### config.mk
export PLATFORM = sky130hd
export DESIGN_NAME = alu_sequencer
export DESIGN_NICKNAME = d
export VERILOG_FILES = /design/src/rtl/alu_sequencer_pkg.sv /design/src/rtl/alu_sequencer_regfile.sv /design/src/rtl/alu_sequencer.sv
export SDC_FILE = /design/constraint.sdc
export NUM_CORES = 1
export LEC_CHECK = 0
export ABC_AREA = 1
export BUFFER_PORTS_ARGS = -buffer_cell sky130_fd_sc_hd__buf_2
export CAP_MARGIN = 20
export CORE_MARGIN = 2
export CORE_UTILIZATION = 37
export DETAILED_ROUTE_END_ITERATION = 8
export PLACE_DENSITY = 0.6
export SLEW_MARGIN = 40
export SYNTH_ARGS = -nofsm -noshare
export SYNTH_HDL_FRONTEND = slang
export SYNTH_SLANG_ARGS = --single-unit
### constraint.sdc
create_clock -name clk -period 1.8 [get_ports clk]
set_input_delay 0.27 -clock clk [delete_from_list [all_inputs] [get_ports clk]]
set_output_delay 0.27 -clock clk [all_outputs]
set_load 0.01 [all_outputs]
### src/rtl/alu_sequencer_pkg.sv
// Shared widths, state encoding and instruction layout for the ALU sequencer.
package alu_sequencer_pkg;

  localparam int unsigned DATA_WIDTH   = 8;
  localparam int unsigned BUS_WIDTH    = 4;
  localparam int unsigned OPCODE_WIDTH = 6;
  localparam int unsigned PC_WIDTH     = 8;
  localparam int unsigned INSTR_WIDTH  = OPCODE_WIDTH + 2 * BUS_WIDTH;
  localparam int unsigned REG_DEPTH    = 2 ** BUS_WIDTH;

  localparam logic [OPCODE_WIDTH-1:0] OPC_NOP    = '0;
  localparam logic [OPCODE_WIDTH-1:0] OPC_FINISH = '1;

  typedef enum logic [2:0] {
    S_IDLE,
    S_FETCH,
    S_DECODE,
    S_READ,
    S_CALC,
    S_WRITE,
    S_HALT,
    S_FAULT
  } seq_state_t;

  // Instruction word layout {opcode, addr1, addr2}
  typedef struct packed {
    logic [OPCODE_WIDTH-1:0] opcode;
    logic [BUS_WIDTH-1:0]    addr1;
    logic [BUS_WIDTH-1:0]    addr2;
  } instr_t;

endpackage

### src/rtl/alu_sequencer_regfile.sv
// Register file: two combinational read ports, a debug read port, one synchronous write port.
module alu_sequencer_regfile
  import alu_sequencer_pkg::*;
(
  input  logic                  clk,
  input  logic                  rstn,
  input  logic                  we_i,
  input  logic [BUS_WIDTH-1:0]  waddr_i,
  input  logic [DATA_WIDTH-1:0] wdata_i,
  input  logic [BUS_WIDTH-1:0]  raddr1_i,
  input  logic [BUS_WIDTH-1:0]  raddr2_i,
  input  logic [BUS_WIDTH-1:0]  dbg_addr_i,
  output logic [DATA_WIDTH-1:0] rdata1_c_o,
  output logic [DATA_WIDTH-1:0] rdata2_c_o,
  output logic [DATA_WIDTH-1:0] dbg_data_c_o
);

  logic [DATA_WIDTH-1:0] regs_q [REG_DEPTH];

  // Storage with asynchronous clear and single write port
  always_ff @(posedge clk or negedge rstn) begin
    if (!rstn) begin
      for (int unsigned i = 0; i < REG_DEPTH; i++) begin
        regs_q[i] <= '0;
      end
    end else if (we_i) begin
      regs_q[waddr_i] <= wdata_i;
    end
  end

  assign rdata1_c_o   = regs_q[raddr1_i];
  assign rdata2_c_o   = regs_q[raddr2_i];
  assign dbg_data_c_o = regs_q[dbg_addr_i];

endmodule

### src/rtl/alu_sequencer.sv
// Fetch/decode/execute sequencer driving the ALU request interface.
module alu_sequencer
  import alu_sequencer_pkg::*;
(
  input  logic                    clk,
  input  logic                    rstn,
  input  logic                    start,
  output logic                    imem_req,
  output logic [PC_WIDTH-1:0]     imem_addr,
  input  logic                    imem_valid,
  input  logic [INSTR_WIDTH-1:0]  imem_rdata,
  output logic                    alu_en,
  output logic [OPCODE_WIDTH-1:0] alu_opcode,
  output logic [DATA_WIDTH-1:0]   alu_value1,
  output logic [DATA_WIDTH-1:0]   alu_value2,
  output logic [BUS_WIDTH-1:0]    alu_addr1,
  output logic [BUS_WIDTH-1:0]    alu_addr2,
  input  logic [DATA_WIDTH-1:0]   alu_result,
  input  logic                    alu_calc_done,
  input  logic                    alu_err,
  input  logic                    alu_finish,
  input  logic [BUS_WIDTH-1:0]    dbg_addr,
  output logic [DATA_WIDTH-1:0]   dbg_data,
  output logic                    busy,
  output logic                    halted,
  output logic                    fault,
  output logic [PC_WIDTH-1:0]     pc
);

  seq_state_t              state_q, state_d;
  logic [PC_WIDTH-1:0]     pc_q, pc_d;
  instr_t                  ir_q, ir_d;
  logic [OPCODE_WIDTH-1:0] opcode_q, opcode_d;
  logic [BUS_WIDTH-1:0]    addr1_q, addr1_d, addr2_q, addr2_d;
  logic [DATA_WIDTH-1:0]   val1_q, val1_d, val2_q, val2_d;
  logic                    imem_req_q, imem_req_d;
  logic                    alu_en_q, alu_en_d;
  logic                    busy_q, busy_d;
  logic                    halted_q, halted_d;
  logic                    fault_q, fault_d;
  logic                    we_c;
  logic [DATA_WIDTH-1:0]   rdata1_c, rdata2_c;

  // Finish is detected from the decoded opcode; the ALU's flag is not needed
  logic unused_alu_finish;
  assign unused_alu_finish = alu_finish;

  alu_sequencer_regfile u_regfile (
    .clk          (clk),
    .rstn         (rstn),
    .we_i         (we_c),
    .waddr_i      (addr1_q),
    .wdata_i      (alu_result),
    .raddr1_i     (ir_q.addr1),
    .raddr2_i     (ir_q.addr2),
    .dbg_addr_i   (dbg_addr),
    .rdata1_c_o   (rdata1_c),
    .rdata2_c_o   (rdata2_c),
    .dbg_data_c_o (dbg_data)
  );

  // State and datapath registers
  always_ff @(posedge clk or negedge rstn) begin
    if (!rstn) begin
      state_q    <= S_IDLE;
      pc_q       <= '0;
      ir_q       <= '0;
      opcode_q   <= '0;
      addr1_q    <= '0;
      addr2_q    <= '0;
      val1_q     <= '0;
      val2_q     <= '0;
      imem_req_q <= 1'b0;
      alu_en_q   <= 1'b0;
      busy_q     <= 1'b0;
      halted_q   <= 1'b0;
      fault_q    <= 1'b0;
    end else begin
      state_q    <= state_d;
      pc_q       <= pc_d;
      ir_q       <= ir_d;
      opcode_q   <= opcode_d;
      addr1_q    <= addr1_d;
      addr2_q    <= addr2_d;
      val1_q     <= val1_d;
      val2_q     <= val2_d;
      imem_req_q <= imem_req_d;
      alu_en_q   <= alu_en_d;
      busy_q     <= busy_d;
      halted_q   <= halted_d;
      fault_q    <= fault_d;
    end
  end

  // Next-state, datapath updates and registered-output decode of the next state
  always_comb begin
    state_d  = state_q;
    pc_d     = pc_q;
    ir_d     = ir_q;
    opcode_d = opcode_q;
    addr1_d  = addr1_q;
    addr2_d  = addr2_q;
    val1_d   = val1_q;
    val2_d   = val2_q;
    we_c     = 1'b0;

    case (state_q)
      S_IDLE: begin
        if (start) state_d = S_FETCH;
      end
      S_FETCH: begin
        if (imem_valid) begin
          ir_d    = instr_t'(imem_rdata);
          state_d = S_DECODE;
        end
      end
      S_DECODE: begin
        if (ir_q.opcode == OPC_FINISH) begin
          state_d = S_HALT;
        end else if (ir_q.opcode == OPC_NOP) begin
          pc_d    = pc_q + PC_WIDTH'(1);
          state_d = S_FETCH;
        end else begin
          opcode_d = ir_q.opcode;
          addr1_d  = ir_q.addr1;
          addr2_d  = ir_q.addr2;
          state_d  = S_READ;
        end
      end
      S_READ: begin
        val1_d  = rdata1_c;
        val2_d  = rdata2_c;
        state_d = S_CALC;
      end
      S_CALC: begin
        if (alu_err)            state_d = S_FAULT;
        else if (alu_calc_done) state_d = S_WRITE;
      end
      S_WRITE: begin
        we_c    = 1'b1;
        pc_d    = pc_q + PC_WIDTH'(1);
        state_d = S_FETCH;
      end
      S_HALT, S_FAULT: begin
        state_d = state_q;
      end
      default: begin
        state_d = S_IDLE;
      end
    endcase

    imem_req_d = (state_d == S_FETCH);
    alu_en_d   = (state_d == S_CALC);
    busy_d     = !((state_d == S_IDLE) || (state_d == S_HALT) || (state_d == S_FAULT));
    halted_d   = (state_d == S_HALT);
    fault_d    = (state_d == S_FAULT);
  end

  assign imem_req   = imem_req_q;
  assign imem_addr  = pc_q;
  assign alu_en     = alu_en_q;
  assign alu_opcode = opcode_q;
  assign alu_addr1  = addr1_q;
  assign alu_addr2  = addr2_q;
  assign alu_value1 = val1_q;
  assign alu_value2 = val2_q;
  assign busy       = busy_q;
  assign halted     = halted_q;
  assign fault      = fault_q;
  assign pc         = pc_q;

endmodule
==> flow_summary_export.csv <==
group,metric,value,unit
outcome,status,"complete, but fails checks",
outcome,violations,"negative setup slack",
drt,final_antenna_net_count,0,
die,ioPinCount,92,
cells_and_area,antenna_cells,0,
hold_path,hold_start,"alu_result[1]",
die,die-area,31600,µm²
critical_path,timing.rr.start,"ir_q[4]$_DFFE_PN0P_",
drt,vias,11059,
pwr,leakagePower,7.08,nW
pwr,power_density,1860,nW/µm²
critical_path,worstSetupStartpointType,"register",
sta,setup_slack,-51.9,ps
cells_and_area,final_nets,1699,
die,die_w,178,µm
cells_and_area,fill_cells,3028,
global_route,grt_pass1_wl,58.1,mm
drt,dr.first_iter.drc_count,1230,
pwr,irDropWorstVdd,0.000913,V
cells_and_area,multi_input_area,5530,µm²
hold_path,hold_end,"u_regfile.regs_q[121]$_DFFE_PN0P_",
critical_path,worst_r2r_path_depth,10,
cts,cts_root_buf,"clkbuf_16",
global_route,track_usage,0.240,
die,initial_utilization,0.376,
sta,worstMarginPinSlew,579,ps
critical_path,r2r_slack,130,ps
logic_synthesis,synth_cells,1580,
hold_path,hold_depth,3,
cells_and_area,mostFrequentLayoutCells,"591 x nand2_1, 231 x nand3_1, 186 x dfrtp_1, 107 x o21ai_1, 83 x buf_2",
sta,min_period_over_period,1.03,
critical_path,crit_path_end_kind,"primary output",
logic_synthesis,synthesis.nets,1614,
critical_path,crit_type,"reg -> out",
die,die_h,178,µm
sta,drv_slew,0,
sta,relSlewSlack,0.614,
drt,avgRoutedWirePerCell,17.9,µm
job,cap_violations,0,
critical_path,critical_path_required,1530,ps
cts,clock_latency,450,ps
logic_synthesis,synth-warning-count,0,
sta,rsz0062_at_grt,"true",
logic_synthesis,synth_area_leaders,"dfrtp_1 42%, nand2_1 20%, nand3_1 11%",
global_route,antenna_found_initial,0,
place,gp_congestion,0.859,
logic_synthesis,yosys.area.top_type_share,0.421,
cells_and_area,instances_no_fill,2068,
cells_and_area,synthToLayoutAreaGrowth,17.2,%
logic_synthesis,synthArstFlopShare,1.00,
place,dp_cells,2002,
drt,routed_wl,37.1,mm
pwr,power,24.3,mW
logic_synthesis,yosysUniqueCellTypes,37,
cts,cts_tree,"yes",
critical_path,arrival,1580,ps
logic_synthesis,synth_top_cell_by_area,"dfrtp_1",
drt,vias_per_cell,5.35,
logic_synthesis,syn_avg_cell_area,7.07,µm²
global_route,globalRoute.totalOverflow,0,
place,hpwlAfterDp,24.4,mm
critical_path,r2r-end,"alu_value1[6]$_DFFE_PN0N_",
sta,skew,13.6,ps
sta,clock.fmax,540,MHz
place,port_buffers,90,
cts,clock_path_buffers,2,
logic_synthesis,synth_ff_type,"dfrtp_1",
sta,fin_setup_tns,-147,ps
sta,setup_viol,5,
cells_and_area,seqCellArea,4710,µm²
drt,drc_errors,0,
sta,period_minus_slack,1850,ps
cells_and_area,utilization,0.440,
logic_synthesis,synth-edff-count,0,
drt,first_pass_iters,6,
die,coreArea,29700,µm²
hold_path,holdCritPathClass,"in -> reg",
cts,cts_sinks,188,
die,rows,63,
cells_and_area,drive_above_1_share,0.165,
logic_synthesis,synth-seq-cells,188,
cts,cts_buffers,17,
cells_and_area,final_common_cell,"nand2_1",
critical_path,path_max_fanout,2,
sta,final-hold-violation-count,0,
logic_synthesis,netlist_area,11200,µm²
cts,clk_pin_slew,70,ps
cts,ctsHtreeMaxLevel,4,
global_route,grt_max_degree,65,
logic_synthesis,ys_seq_area_frac,0.421,
global_route,grt_pass1_vias,10156,
final cells by class:
type                            instances  area share
Sequential cell                       188       0.360
Timing Repair Buffer                  181       0.106
Multi-Input combinational cell       1178       0.423
Tap cell                              390      0.0373
Clock buffer                           20      0.0349
Inverter                               99      0.0286
Clock inverter                         12      0.0105
logic make-up (layout without fill, tap and decap cells):
kind of cell / count (synthesis) / after routing / synth area share
xor+xnor: 7 / 7 / 0.00549
buf+inv: 214 / 312 / 0.0880
fa+ha+maj: 1 / 1 / 0.00112
mux: 8 / 8 / 0.00717
flops: 188 / 188 / 0.421
compound gates: 264 / 264 / 0.129
simple gates: 898 / 898 / 0.348
synthesized netlist by cell type (3+ instances only):
cell type    n
o211ai_1    25
clkinv_1     6
buf_4       10
inv_1       87
mux2i_1      8
buf_1        6
clkbuf_1    49
o21ai_2     12
nand3_1    236
o21ai_1     96
nor2_2       3
nor3_1       3
xor2_1       4
nand2_1    598
nand4_4      3
o21ai_0     81
xnor2_1      3
nand2_4     10
dfrtp_1    188
inv_2        5
nor2_1      31
buf_2       39
a21oi_1     49
nand4_1      5
buf_6       10
where the power goes:
part	internal (mW)	switching (mW)
registers	6.09	1.77
clock network	2.13	1.75
logic	4.72	7.85
critical path, cell delays in order (launching register included):
cell and delay, ps:
dfrtp_1 400, inv_1 60, nand2_1 40, o211ai_1 90, nand3_1 160, nand3_2 150, nand2_2 100, buf_6 130
routing by layer:
metal	track usage	share of wire	up-vias
met5	0	0	-
met4	0.0861	0.027	0
li1	-	-	5312
met1	0.330	0.44	5230
met3	0.0390	0.072	75
met2	0.380	0.46	442
worst max path at each step:
stage	from	to	slack, ps	cells after the start
finish	u_regfile.regs_q[34]$_DFFE_PN0P_	dbg_data[2]	-50	7
global route	u_regfile.regs_q[122]$_DFFE_PN0P_	dbg_data[2]	-180	7
CTS	u_regfile.regs_q[112]$_DFFE_PN0P_	dbg_data[0]	-50	7
detailed placement	dbg_addr[0]	dbg_data[2]	50	8
global placement	dbg_addr[0]	dbg_data[2]	50	8
floorplan	alu_addr1[0]$_DFFE_PN0P_	u_regfile.regs_q[125]$_DFFE_PN0P_	340	6
sequential cells by signal, indices dropped and copies added, names as in the netlist:
signal	cells
u_regfile.regs_q	128
alu_addr2	4
ir_q	14
state_q	3
halted	1
fault	1
busy	1
imem_addr	8
alu_en	1
imem_req	1
alu_addr1	4
alu_value1	8
alu_opcode	6
alu_value2	8
through the flow:
step | area [µm²] | hold WS, ps | setup slack [ps]
2_1_floorplan | 11200 | -25.6 | 343
3_3_place_gp | 12200 | 246 | 51.4
3_5_place_dp | 12200 | 247 | 49.7
4_1_cts | 13000 | 36.5 | -48.9
5_1_grt | 13100 | 61.4 | -177
6_report | 13100 | 54.2 | -51.9
repair_timing:
action,CTS,global route
setup buffers,22,11
hold buffers,1,0
resized for setup,25,13
endpoints found under the setup margin,8,8
gates cloned,0,0
pin swaps,9,10
endpoints found under the hold margin,39,0
Note: power is estimated with default switching activity, not from simulation.
